`src/rtl/regfile_mp.sv`:
```
// Multi-port register file with same-cycle write bypass, per-register pending
// scoreboard and a sequential zeroing sweep after reset.
module regfile_mp #(
  parameter int DATA_W   = 32,
  parameter int ADDR_W   = 5,
  parameter int NUM_RD   = 2,
  parameter int NUM_WR   = 2,
  parameter int ZERO_REG = 1
) (
  input  logic                     clk,
  input  logic                     rst,
  output logic                     ready,
  input  logic [NUM_WR-1:0]        we,
  input  logic [NUM_WR*ADDR_W-1:0] waddr,
  input  logic [NUM_WR*DATA_W-1:0] wdata,
  input  logic [NUM_RD-1:0]        re,
  input  logic [NUM_RD*ADDR_W-1:0] raddr,
  output logic [NUM_RD*DATA_W-1:0] rdata,
  input  logic                     mark,
  input  logic [ADDR_W-1:0]        mark_addr,
  output logic [NUM_RD-1:0]        busy
);
  localparam int DEPTH = 1 << ADDR_W;

  typedef enum logic {INIT, RUN} state_t;

  state_t              state_reg, state_next;
  logic [ADDR_W-1:0]   cnt_reg, cnt_next;
  logic [DATA_W-1:0]   regs [DEPTH];
  logic [DEPTH-1:0]    pend_reg, pend_next;
  logic                run;

  // Gate on rst too so outputs drop immediately, not one edge later.
  assign run   = (state_reg == RUN) && !rst;
  assign ready = (state_reg == RUN);

  always_ff @(posedge clk) begin
    if (rst) begin
      state_reg <= INIT;
      cnt_reg   <= '0;
    end else begin
      state_reg <= state_next;
      cnt_reg   <= cnt_next;
    end
  end

  always_comb begin
    state_next = state_reg;
    cnt_next   = cnt_reg;
    if (state_reg == INIT) begin
      cnt_next = cnt_reg + 1'b1;
      if (cnt_reg == '1) state_next = RUN;
    end
  end

  // Later loop iterations override earlier ones: highest write port wins.
  always_ff @(posedge clk) begin
    if (!rst) begin
      if (state_reg == INIT) begin
        regs[cnt_reg] <= '0;
      end else begin
        for (int i = 0; i < NUM_WR; i++) begin
          if (we[i] && !(ZERO_REG != 0 && waddr[i*ADDR_W +: ADDR_W] == '0))
            regs[waddr[i*ADDR_W +: ADDR_W]] <= wdata[i*DATA_W +: DATA_W];
        end
      end
    end
  end

  always_ff @(posedge clk) begin
    if (rst) pend_reg <= '0;
    else     pend_reg <= pend_next;
  end

  // Clears first, then the mark: a newer issue outranks a retiring write.
  always_comb begin
    pend_next = pend_reg;
    if (run) begin
      for (int i = 0; i < NUM_WR; i++) begin
        if (we[i]) pend_next[waddr[i*ADDR_W +: ADDR_W]] = 1'b0;
      end
      if (mark) pend_next[mark_addr] = 1'b1;
    end
    if (ZERO_REG != 0) pend_next[0] = 1'b0;
  end

  for (genvar gi = 0; gi < NUM_RD; gi++) begin : g_rd
    logic [ADDR_W-1:0] ra;
    logic [DATA_W-1:0] rd;
    logic              hit;
    logic              bz;

    assign ra = raddr[gi*ADDR_W +: ADDR_W];

    always_comb begin
      rd  = '0;
      hit = 1'b0;
      bz  = 1'b0;
      if (run && re[gi] && !(ZERO_REG != 0 && ra == '0)) begin
        rd = regs[ra];
        for (int i = 0; i < NUM_WR; i++) begin
          if (we[i] && waddr[i*ADDR_W +: ADDR_W] == ra) begin
            rd  = wdata[i*DATA_W +: DATA_W];
            hit = 1'b1;
          end
        end
        bz = pend_reg[ra] && !hit;
      end
    end

    assign rdata[gi*DATA_W +: DATA_W] = rd;
    assign busy[gi]                   = bz;
  end

endmodule
```
`config.mk`:
```
export PLATFORM = sky130hd
export DESIGN_NAME = regfile_mp
export DESIGN_NICKNAME = d
export VERILOG_FILES = /design/src/rtl/regfile_mp.sv
export SDC_FILE = /design/constraint.sdc
export NUM_CORES = 2
export LEC_CHECK = 0
export BUFFER_PORTS_ARGS = -buffer_cell sky130_fd_sc_hd__clkbuf_2
export CORE_MARGIN = 8
export CORE_UTILIZATION = 40
export DETAILED_ROUTE_END_ITERATION = 7
export HOLD_SLACK_MARGIN = 0.06
export PLACE_DENSITY = 0.59
export SYNTH_ARGS = -nofsm -noshare
export SYNTH_HDL_FRONTEND = slang
export SYNTH_SLANG_ARGS = --single-unit
```
`constraint.sdc`:
```
create_clock -name clk -period 6.4 [get_ports clk]
set_input_delay 1.6 -clock clk [delete_from_list [all_inputs] [get_ports clk]]
set_output_delay 1.6 -clock clk [all_outputs]
set_load 0.02 [all_outputs]
```
======== After elaboration in Yosys (flattened, before gate mapping) ========
Memory sizes are Yosys's and may differ from the RTL's.
Cells that the tools add are included.
storage, ports and cells
  bits in registers ....................... 38
  bits in writable memories ............... 1024
  bits of input ports ..................... 96
  memories kept ........................... 1
cells by class
  add/sub/neg operators ................... 1
  order comparisons ....................... 8
  equality and inequality tests ........... 5
  muxes and demuxes ....................... 45
  bitwise operators ....................... 5
  reduce and logical (&&, ||, !) cells .... 28
memories
  name  depth  bits a word  rd ports  clocked after Yosys merged registers in  write ports  RTL line  text
  regs  32     32           2         0                                        2            29        logic [DATA_W-1:0] regs [DEPTH];
operators with widths
  kind                                                 count
  2-to-1 mux 32 bit                                    12
  AND 32 bit                                           2
  inverter 32 bit                                      2
  bitwise OR 32 bit                                    1
  OR reduction 32 bit                                  1
  < comparator 5 x 6 -> 1 bit, second input constant   5
  2-to-1 mux 1 bit                                     27
  equality test 5 bit                                  4
  zero test 5 bit                                      4
  logical AND 1 bit                                    16
  demux 1 bit (select 5 bit)                           3
  >= comparator 5 x 1 -> 1 bit, second input constant  3
  binary-select mux 1 bit (select 5 bit)               2
  zero test 1 bit                                      7
  adder 5 x 1 -> 5 bit, second input constant          1
  equality test 5 bit, second input constant           1
  2-to-1 mux 5 bit                                     1

======== Depth between registers and ports, before layout ========
  depth in word-level cells ............... 13
  depth in mapped cells ................... 10
  depth with buffers taken out ............ 6

======== Least setup slack after synthesis ========
No wires, ideal clock.
  kind .................................... input to register
  start ................................... in waddr[4]
  end ..................................... mem regs[8][0] (enable)
  arrival time ............................ 5166 ps
  data required time ...................... 5934 ps
  slack ................................... 768 ps
  cell stages on the path ................. 6
  path buffers ............................ 2
  cell sequence ........................... clkbuf_1 nor3_1 a21oi_2 buf_2 mux2_2 o21ai_0
RTL lines
  element          RTL line  text
  start, declared  14        input logic [NUM_WR*ADDR_W-1:0] waddr,
  end, declared    29

======== Final worst setup path ========
  start ................................... in raddr[1]
  end ..................................... out rdata[5]
on the way
  cells in the longest elaborated chain, start to end .. 5
ends and longest elaborated chain
  element                                                            RTL line  text
  start, declared                                                    17        input logic [NUM_RD*ADDR_W-1:0] raddr,
  branches (longest 4 deep; another with memory read (32 x 32 bit))  n/a
  2-to-1 mux 32 bit (*)                                              99        if (run && re[gi] && !(ZERO_REG != 0 && ra == '0)) begin
  end, declared                                                      18        output logic [NUM_RD*DATA_W-1:0] rdata,
Mark *: on every way between the ends.

==> results.yml <==
global_routing:
  grt_use_met2_pct: 46.1
  grt_max_degree: 90
  grt_usage_pct: 29.9
  grt.met1_usage_pct: 37.1
  grt.busiest_layer: "met2"
  grt_first_pass_wirelength_um: 359000
  antenna_found_initial: 14
  gr-total-overflow: 0
  gr-usage-met3_pct: 7.62
  grt_pass1_vias: 46400
detailed_routing:
  drc_errors: 0
  wirelength_um: 257000
  via_per_inst: 6.78
  drt_pass1_iterations: 6
  routedWlPerCell_um: 35.8
  drtIter0Drc: 8337
  ant_nets: 0
  vias: 48800
clocking:
  cts_buffers: 113
  clk_latency_ns: 0.78
  path_clk_slew_ns: 0.06
  cts.sinks: 1061
  postCtsHoldBufs: 0
  cts_root_buf: "clkbuf_16"
  cts_resized: 0
  htree_num_levels: 3
  clockBufferDepth: 3
  post-cts-setup-buffers: 0
  cts_tree: "done"
synth:
  synthArstFlopShare_pct: 0
  synth_cell_types: 65
  yosysSeqAreaShare_pct: 51.3
  syn_avg_cell_area_um2: 11.8
  ys.flop_type: "edfxtp_1"
  ys.warnings.count: 0
  syn_area_um2: 61400
  ys_ff_latch: 1061
  synthesis.nets: 5313
  synth_edf_count: 1024
  syn-instance-count: 5215
critical_path:
  cp-start-kind: "input pin"
  reg2reg_slack_ns: 2.31
  cp.required_ns: 4.80
  worstSetupPathType: "input pin to primary output"
  reg2regPathDepth: 8
  cp.arrival_ns: 4.61
  r2r-end: "regs[6][16]$_DFFE_PP_"
  cp-end-kind: "primary output"
  crit_fanout: 24
  reg2reg_from: "ready$_SDFF_PP0_"
timing:
  rsz0062_at_grt: "false"
  slew_headroom_pct: 18.3
  slew_violations: 0
  setup_violations: 0
  finalHoldViolCount: 0
  fin_crit_ns: 6.21
  skew_ns: 0.0290
  tightestPinTransition_ns: 1.22
  fin_setup_tns_ns: 0
  fmax_mhz: 161
  fin_crit_sh_pct: 97.0
layout:
  drive_gt1_share_pct: 23.6
  multi_input_area_um2: 27700
  final_util_pct: 44.8
  fill_cells: 13600
  nets: 5140
  regArea_um2: 31500
  largest_reg_flops: 1024
  stdcell_area_um2: 68600
  syn2layout_area_growth_pct: 11.7
hold_path:
  min-delay-start: "pend_reg[30]$_SDFFE_PP0P_"
  hold_class: "flip-flop to flip-flop"
  hold_path_depth: 1
  whs_endpoint: "pend_reg[30]$_SDFFE_PP0P_"
die:
  fp.dieH_um: 408
  dieArea_um2: 166000
  core-area_um2: 153000
  fp.dieW_um: 408
  start_util_pct: 40.1
  ioPinCount: 163
  placementRows: 144
pwr:
  pwr-share-seq_pct: 49.2
  powerDensity_nw_per_um2: 225
  p_int_mw: 11.6
  ir_drop_mv: 0.254
  leakagePower_nw: 20.7
  swShare_pct: 25.0
  clock_power_share_pct: 42.0
  p_switching_mw: 3.85
  combPwrFrac_pct: 8.8
run:
  cap_violations: 0
outcome:
  outcome: "completed"
placement:
  hpwl_um: 151000
  port_buffers: 162
  place.gp.congestion: 0.923
  place_area_um2: 65100
==> per-stage QoR <==
| stage | hold slack [ns] | instances | setup WS, ns | total power [mW] |
|---|---|---|---|---|
| after global placement | 0.497 | 6971 | 0.342 | 9.03 |
| after detailed placement | 0.508 | 6971 | 0.297 | 9.04 |
| after global routing | 0.545 | 7187 | 0.285 | 15.7 |
| final | 0.520 | 7191 | 0.189 | 15.4 |
| after CTS | 0.521 | 7185 | 0.298 | 15.4 |
| after floorplan | 0.477 | 5215 | 0.768 | 8.56 |
==> cell families after synthesis <==
logic type               Yosys count  share of synthesized area [%]
buffers and inverters            709                           4.85
XOR/XNOR                          23                          0.328
AO/OA/AOI/OAI                   1449                           13.7
multiplexers                     587                           20.9
adder cells (fa/ha/maj)            2                         0.0407
flip-flops                      1061                           51.3
AND/OR/NAND/NOR                 1384                           8.92
==> cells in the mapped netlist, types with 32 or more instances <==
library cell	count	share of area, %
inv_1	40	0.24
a21oi_1	46	0.37
nand3_1	44	0.36
clkbuf_1	456	2.8
edfxtp_1	1024	50
o31ai_1	32	0.39
a22oi_1	133	1.6
mux4_2	557	20
buf_2	135	1.1
buf_1	47	0.29
nand2_1	1160	7.1
o21ai_0	1060	8.6
dfxtp_1	37	1.2
o22ai_1	43	0.44
nor2_1	102	0.62
==> layout by cell type (no fill, tap or decap), types with 7 or more instances in the layout <==
master / instances
mux2_2: 7
xnor2_1: 7
nor2_1: 72
a221oi_2: 20
clkbuf_16: 113
nand3b_1: 7
a22o_1: 31
nor2_4: 33
clkbuf_1: 19
clkinv_1: 38
buf_4: 168
xor2_1: 16
o31ai_1: 32
clkinv_2: 23
buf_12: 52
a21oi_1: 44
mux4_2: 557
o21ai_0: 1059
a221oi_1: 11
inv_1: 40
o22ai_1: 17
a22oi_1: 133
a32o_1: 18
mux2i_1: 23
nand2_1: 1160
o22ai_4: 26
dfxtp_1: 37
nor3_1: 9
nand3_1: 43
clkbuf_2: 155
edfxtp_1: 1024
a221o_1: 31
==> cell type report <==
cell class                      instances  share of cell area, %
Multi-Input combinational cell       3445                   40.4
Inverter                               41                  0.224
Timing Repair Buffer                  380                   4.59
Antenna cell                            6                 0.0219
Clock inverter                         82                  0.914
Clock buffer                          132                   4.23
Sequential cell                      1061                   45.9
Tap cell                             2044                   3.73
==> critical path: stages <==
cell,delay [ns]
buf_8,0.31
xor2_1,0.12
nor3_1,0.21
and4_2,0.77
buf_4,0.42
a221oi_1,0.14
a21oi_1,0.59
buf_4,0.21
clkbuf_2,0.19
==> per-layer routing <==
layer / vias to the layer above / routed length [µm] / part of all wire, %
met4: 8 / 21000 / 8.2
met2: 4358 / 115000 / 45
met3: 1027 / 33600 / 13
met5: - / 61 / 0.024
met1: 23900 / 87700 / 34
li1: 19500 / - / -
==> power by group through the flow <==
stage          Sequential, mW  Clock, mW  Combinational [mW]
3_5_place_dp             7.72          0                1.32
4_1_cts                  7.57       6.47                1.32
5_1_grt                  7.58       6.75                1.39
3_3_place_gp             7.72          0                1.31
2_1_floorplan            7.71          0               0.845
6_report                 7.57       6.47                1.36
==> how the worst max path moves through the flow <==
| stage | startpoint | end | slack, ns |
|---|---|---|---|
| after floorplan | waddr[4] | regs[8][0]$_DFFE_PP_ | 0.77 |
| after global placement | raddr[1] | rdata[5] | 0.34 |
| after detailed placement | raddr[1] | rdata[5] | 0.30 |
| after CTS | raddr[1] | rdata[5] | 0.30 |
| after global routing | raddr[1] | rdata[5] | 0.28 |
| final | raddr[1] | rdata[5] | 0.19 |
(Power assumes the default switching activity.)
